--- config.mk ---
export PLATFORM = sky130hd
export DESIGN_NAME = capp_sequencer
export DESIGN_NICKNAME = d
export VERILOG_FILES = /design/src/rtl/capp_sequencer.sv
export SDC_FILE = /design/constraint.sdc
export NUM_CORES = 1
export LEC_CHECK = 0
export CAP_MARGIN = 10
export CORE_MARGIN = 2
export CORE_UTILIZATION = 45
export CTS_CLUSTER_DIAMETER = 80
export DETAILED_ROUTE_END_ITERATION = 12
export PLACE_DENSITY_LB_ADDON = 0.08
export SLEW_MARGIN = 20
export SYNTH_ARGS = -nofsm -noshare
export SYNTH_HDL_FRONTEND = slang
export SYNTH_SLANG_ARGS = --single-unit
--- constraint.sdc ---
create_clock -name clk -period 2.6 [get_ports clk]
set_clock_uncertainty 0.2 [all_clocks]
set_input_delay 0.26 -clock clk [delete_from_list [all_inputs] [get_ports clk]]
set_output_delay 0.26 -clock clk [all_outputs]
set_load 0.05 [all_outputs]
--- src/rtl/capp_sequencer.sv ---
// Command sequencer for a CAM-style cell array: drives match/write line pairs, waits for them to settle,
// then samples tags/read_lines into a held response. Optional hit statistics via `CAPP_SEQ_STATS_EN.
module capp_sequencer #(
    parameter int unsigned SETTLE = 1
) (
    input  logic        clk,
    input  logic        rst_n,
    input  logic        cmd_valid,
    output logic        cmd_ready,
    input  logic [1:0]  cmd_op,
    input  logic [31:0] cmd_key,
    input  logic [31:0] cmd_mask,
    output logic        resp_valid,
    input  logic        resp_ready,
    output logic [31:0] resp_data,
    output logic [4:0]  resp_tags,
    output logic [2:0]  resp_count,
    output logic        resp_any,
    output logic [63:0] match_lines,
    output logic [63:0] write_lines,
    input  logic [4:0]  tags,
    input  logic [31:0] read_lines
`ifdef CAPP_SEQ_STATS_EN
    ,
    output logic [15:0] hit_count
`endif
);

    localparam logic [1:0] OP_SEARCH = 2'd0;
    localparam logic [1:0] OP_WRITE  = 2'd1;
    localparam logic [1:0] OP_READ   = 2'd2;

    typedef enum logic [2:0] {IDLE, DRIVE, WRITE, SAMPLE, RESP} state_t;

    state_t      state, state_nx;
    logic [3:0]  cnt, cnt_nx;
    logic [1:0]  op_q;
    logic [31:0] key_q, mask_q;

    // Pair j: [2j] selects stored 1, [2j+1] selects stored 0; a masked bit drives neither.
    function automatic logic [63:0] pairs(input logic [31:0] k, input logic [31:0] m);
        logic [63:0] p;
        p = '0;
        for (int j = 0; j < 32; j++) begin
            p[2*j]   = k[j] & m[j];
            p[2*j+1] = ~k[j] & m[j];
        end
        return p;
    endfunction

    always_comb begin
        state_nx = state;
        cnt_nx   = cnt;
        case (state)
            IDLE:   if (cmd_valid) begin
                        state_nx = DRIVE;
                        cnt_nx   = 4'(SETTLE);
                    end
            DRIVE:  if (cnt == 4'd0) state_nx = (op_q == OP_WRITE) ? WRITE : SAMPLE;
                    else             cnt_nx   = cnt - 4'd1;
            WRITE:  state_nx = SAMPLE;
            SAMPLE: state_nx = RESP;
            RESP:   if (resp_ready) state_nx = IDLE;
            default: state_nx = IDLE;
        endcase
    end

    always_ff @(posedge clk or negedge rst_n) begin
        if (!rst_n) begin
            state       <= IDLE;
            cnt         <= '0;
            op_q        <= '0;
            key_q       <= '0;
            mask_q      <= '0;
            match_lines <= '0;
            resp_data   <= '0;
            resp_tags   <= '0;
        end else begin
            state <= state_nx;
            cnt   <= cnt_nx;
            if (state == IDLE && cmd_valid) begin
                op_q   <= cmd_op;
                key_q  <= cmd_key;
                mask_q <= cmd_mask;
                // Search pattern goes out straight from the accepted command and persists afterwards.
                if (cmd_op == OP_SEARCH) match_lines <= pairs(cmd_key, cmd_mask);
            end
            if (state == SAMPLE) begin
                resp_tags <= tags;
                resp_data <= (op_q == OP_READ) ? read_lines : 32'd0;
            end
        end
    end

`ifdef CAPP_SEQ_STATS_EN
    always_ff @(posedge clk or negedge rst_n) begin
        if (!rst_n)
            hit_count <= '0;
        else if (state == SAMPLE && op_q == OP_SEARCH && (|tags) && hit_count != 16'hFFFF)
            hit_count <= hit_count + 16'd1;
    end
`endif

    always_comb begin
        resp_count = '0;
        for (int i = 0; i < 5; i++) resp_count = resp_count + {2'b00, resp_tags[i]};
    end

    assign resp_any    = |resp_tags;
    assign cmd_ready   = (state == IDLE);
    assign resp_valid  = (state == RESP);
    assign write_lines = (state == WRITE) ? pairs(key_q, mask_q) : 64'd0;

endmodule

## Word-level counts from Yosys, hierarchy flattened

Cells that the tools add are included.

| storage, ports and cells | value |
|---|---|
| register bits | 174 |
| word-level logic and storage cells | 234 |
| input port bits | 107 |

| operators by class | value |
|---|---|
| add/subtract/negate cells | 5 |
| equal/unequal tests | 10 |
| muxes and demuxes | 10 |
| bitwise operators | 192 |
| reduce and logical (&&, ||, !) cells | 9 |

Operator list:

| kind | number |
|---|---|
| bitwise AND 1 bit | 128 |
| two-way mux 64 bit | 1 |
| NOT 1 bit | 64 |
| two-way mux 32 bit | 1 |
| one-hot mux 3 bit (5 select lines) | 1 |
| two-way mux 3 bit | 3 |
| two-way mux 4 bit | 2 |
| one-hot mux 4 bit (2 select lines) | 1 |
| adder 3 x 1 -> 3 bit | 2 |
| == test 3 x 2 -> 1 bit, second input constant | 2 |
| != test 2 bit, second input constant | 3 |
| AND reduction 3 bit | 2 |
| OR reduction 5 bit | 1 |
| logical NOT 4 bit | 1 |
| subtractor 4 x 1 -> 4 bit, second input constant | 1 |
| adder 2 x 1 -> 3 bit | 1 |
| == test 3 x 1 -> 1 bit, second input constant | 1 |
| == test 3 bit, second input constant | 1 |
| logical NOT 3 bit | 1 |
| adder 1 x 1 -> 2 bit | 1 |
| == test 2 x 1 -> 1 bit, second input constant | 1 |
| == test 2 bit, second input constant | 1 |
| logical NOT 2 bit | 1 |
| != test 2 x 1 -> 1 bit, second input constant | 1 |
| other kinds (4) | 4 |

## Longest topological paths before layout

| depth | value |
|---|---|
| depth in word-level cells | 4 |
| mapped depth | 7 |
| gate-level depth less buffers | 5 |

## Worst setup path after synthesis

Ideal clock, no wire load.

| timing | value |
|---|---|
| path kind | register to output |
| start | register resp_tags[0] |
| end | output port resp_count[1] |
| cell stages (with the launch flop) | 6 |
| path buffers | 0 |
| slack | -122 ps |
| arrival time | 2,262 ps |
| cells stage by stage | dfrtp_1 > inv_1 > fa_1 > inv_1 > fa_1 > ha_1 |

| on the way | value |
|---|---|
| word-level cells in the longest chain between the ends | 4 |

Ends and longest elaborated chain:

| element | line | source |
|---|---|---|
| from (decl) | 16 | `output logic [4:0] resp_tags,` |
| from (signal assigned) | 89 | `resp_tags <= tags;` |
| adder 1 x 1 -> 2 bit | 106 | `for (int i = 0; i < 5; i++) resp_count = resp_count + {2'b00, resp_tags[i]};` |
| adder 2 x 1 -> 3 bit | 106 |  |
| adder 3 x 1 -> 3 bit (2 in series) | 106 |  |
| to (decl) | 17 | `output logic [2:0] resp_count,` |

No other way between the ends.

## Final worst setup path

Same ends and word-level chain as after synthesis.

==> flow_summary.ini <==
[global_route]
grt_max_degree = 68
grt_pass1_vias = 6466
grt_pass1_wl_um = 33700
track_usage_pct = 23.5
overflow = 0
antenna_found_initial = 0

[min_path]
hold_start = read_lines[14]
whs_endpoint = resp_data[14]
whs_path_depth = 3
hp-class = in -> reg

[synth]
syn_nets = 933
ys_ff_latch = 174
yosys.cell_types.count = 32
ys.flop_type = dfrtp_1
syn_area_sq_um = 7750
synth_sequential_area_ratio_pct = 56.2
syn_inst = 820
ys_warn_count = 0
synthArstFlopShare_pct = 100
postSynthAreaPerCell_sq_um = 9.45
synth_edf_count = 0

[cts]
cts_max_level = 4
cts.clk_slew.worst_paths_ns = 0.07
cts_tree = done
cts_buffers = 17
cts-root-buf = clkbuf_16
worstSkewPairLatency_ns = 0.42
clock_sinks = 174
cts_max_path_buffers = 2

[floorplan]
fp.dieW_um = 135
fp-row-count = 47
io_pins = 278
core-area_sq_um = 16700
die_h_um = 135
die_area_sq_um = 18300
start_util_pct = 46.4

[detailed_routing]
num_vias = 6419
drt_iter0_drc = 314
wirelength_um = 20900
drt_pass1_iterations = 5
wl_met3_um = 1920
drc = 0
top_layer_used = met4
post_drt_wl_per_cell_um = 15.6
ant_nets = 0
wl_met1_um = 8610
viasPerCell = 4.80
wl_met2_um = 10000

[layout]
nets = 1216
area_delta_synth_final_pct = 57.1
fin_cells = 1336
num-fill-cells = 1220
diodes = 0
drive_gt1_share_pct = 16.1

[placement]
dp_slack_ns = -0.0300
globalplace.congestion = 0.781
port-buffer-count = 277
placed_cells = 1297
dp.final_hpwl_um = 14900

[timing]
finalCriticalPeriod_ns = 2.66
hold_viol = 0
worst_pin_slew_ns = 0.749
rsz0062_at_grt = yes
min_period_over_period_pct = 102
fmax_mhz = 376
slew_violations = 0
fin_ws_ns = -0.0607
setup_viol = 1
relSlewSlack_pct = 50.1

[status]
status = complete, but fails checks
violations = setup timing

[setup_path]
crit_arrival_ns = 2.20
timing.rr.end = match_lines[59]
critPathMaxFanout = 2
start_kind = flop
ff2ff_path_depth = 4
r2r_slack_ns = 0.24
worstPathRequired_ns = 2.14
end_kind = primary output
worst-setup-path-type = reg -> out
r2r_start = state[1]

[pwr]
power_mw = 16.3
pwr_density_cell_nw_per_um2 = 1340
p_leak_nw = 6.05
peakVddDrop_v = 0.00172

[flow_run]
maxCapViolCount = 0
[cell usage in the layout (no fill, tap or decap), drive strengths merged]
cell type,Yosys,final
nor2,37,37
buf,10,97
ha,4,4
and3b,1,1
dlygate4sd3,0,1
o21ai,35,35
nor3b,2,2
clkdlybuf4s50,0,208
nand3,1,1
inv,41,48
fa,2,2
clkinv,0,4
or3,1,1
a21oi,2,2
nand2,328,328
and3,32,32
clkbuf,32,19
nand3b,1,1
nand2b,3,3
a2bb2oi,1,1
mux2i,34,34
nor4b,1,1
bufinv,0,1
dfrtp,174,174
mux2,37,37
clkinvlp,0,1
or4b,1,1
nor3,2,2
a211oi,1,1
a32o,1,1
nor2b,34,34
a31o,1,1
xor2,1,1
[worst max-delay path by stage]
stage,from,endpoint,slack [ns],cells after the start
finish,resp_tags[0],resp_count[1],-0.06,6
global route,resp_tags[0],resp_count[1],-0.13,6
CTS,resp_tags[3],resp_count[1],-0.09,6
detailed placement,cmd_valid,match_lines[57],-0.03,5
global placement,cmd_valid,match_lines[61],-0.02,5
floorplan,resp_tags[0],resp_count[1],0.03,5
[cell type report]
class / instances / area, sq um / share of cell area, %
clock buffer: 19 / 453 / 3.72
clock inverter: 13 / 129 / 1.06
inverter: 41 / 154 / 1.26
multi-input combinational: 563 / 3090 / 25.4
sequential: 174 / 4360 / 35.8
tap: 220 / 275 / 2.26
timing repair buffer: 306 / 3720 / 30.6
[worst max-delay path, stage by stage, from the launching register on]
cell     delay (ns)
dfrtp_2        0.37
inv_2          0.05
fa_1           0.55
inv_2          0.04
fa_2           0.35
ha_4           0.29
buf_12         0.13
[flip-flops by register name (all words and copies together) (netlist names)]
name and cells:
cnt 4, key_q 32, mask_q 32, match_lines 64, op_q 2, resp_data 32, resp_tags 5, state 3
[per-layer routing]
layer / up-vias / global-route usage (%)
li1: 3150 / -
met1: 3052 / 29.1
met2: 195 / 38.7
met3: 22 / 9.35
met4: 0 / 6.19
met5: - / 0
[kinds of logic (layout without fill, tap and decap cells)]
family                   Yosys count  after routing  share of synthesized area, %
adder cells (fa/ha/maj)            6              6                          1.16
XOR/XNOR                           1              1                         0.113
buffers and inverters             83            379                          4.44
multiplexers                      71             71                          11.1
AND/OR/NAND/NOR                  444            444                          24.2
flip-flops                       174            174                          56.2
AO/OA/AOI/OAI                     41             41                          2.84
[synthesized netlist by cell type, types with 2 or more instances]
cell | n | area share (%)
buf_2 | 5 | 0.32
mux2i_1 | 34 | 4.4
nand2b_1 | 3 | 0.24
ha_1 | 4 | 0.65
dfrtp_1 | 174 | 56
fa_1 | 2 | 0.52
inv_1 | 41 | 2.0
nor2b_1 | 34 | 2.7
nor2_1 | 37 | 1.8
nand2_1 | 328 | 16
mux2_4 | 28 | 5.4
mux2_2 | 9 | 1.3
and3_1 | 32 | 2.6
o21ai_0 | 35 | 2.3
a21oi_1 | 2 | 0.13
nor3b_1 | 2 | 0.19
buf_6 | 3 | 0.44
nor3_1 | 2 | 0.13
clkbuf_1 | 32 | 1.5
[power breakdown]
part           switching [mW]  internal (mW)  leakage (nW)
registers               0.773           3.97          2.20
clock network            1.12           1.40         0.287
logic                    5.61           3.41          3.56
[through the flow]
step	instance area (sq um)	hold WS [ns]	utilization, %	setup TNS [ns]
after floorplan	7760	-0.236	-	0
after global placement	11500	0.0995	69.0	-0.163
after detailed placement	11500	0.0978	69.0	-0.324
after CTS	12200	0.174	72.8	-0.0943
after global routing	12200	0.197	72.9	-0.206
final	12200	0.186	72.9	-0.0607
[what timing repair did]
| item | CTS | global route |
|---|---|---|
| setup buffers | 4 | 2 |
| setup endpoints to repair | 3 | 4 |
| pin swaps | 3 | 3 |
| resized for setup | 6 | 2 |
| hold endpoints to repair | 59 | 0 |
| hold buffers | 1 | 0 |
(Power assumes the default switching activity.)
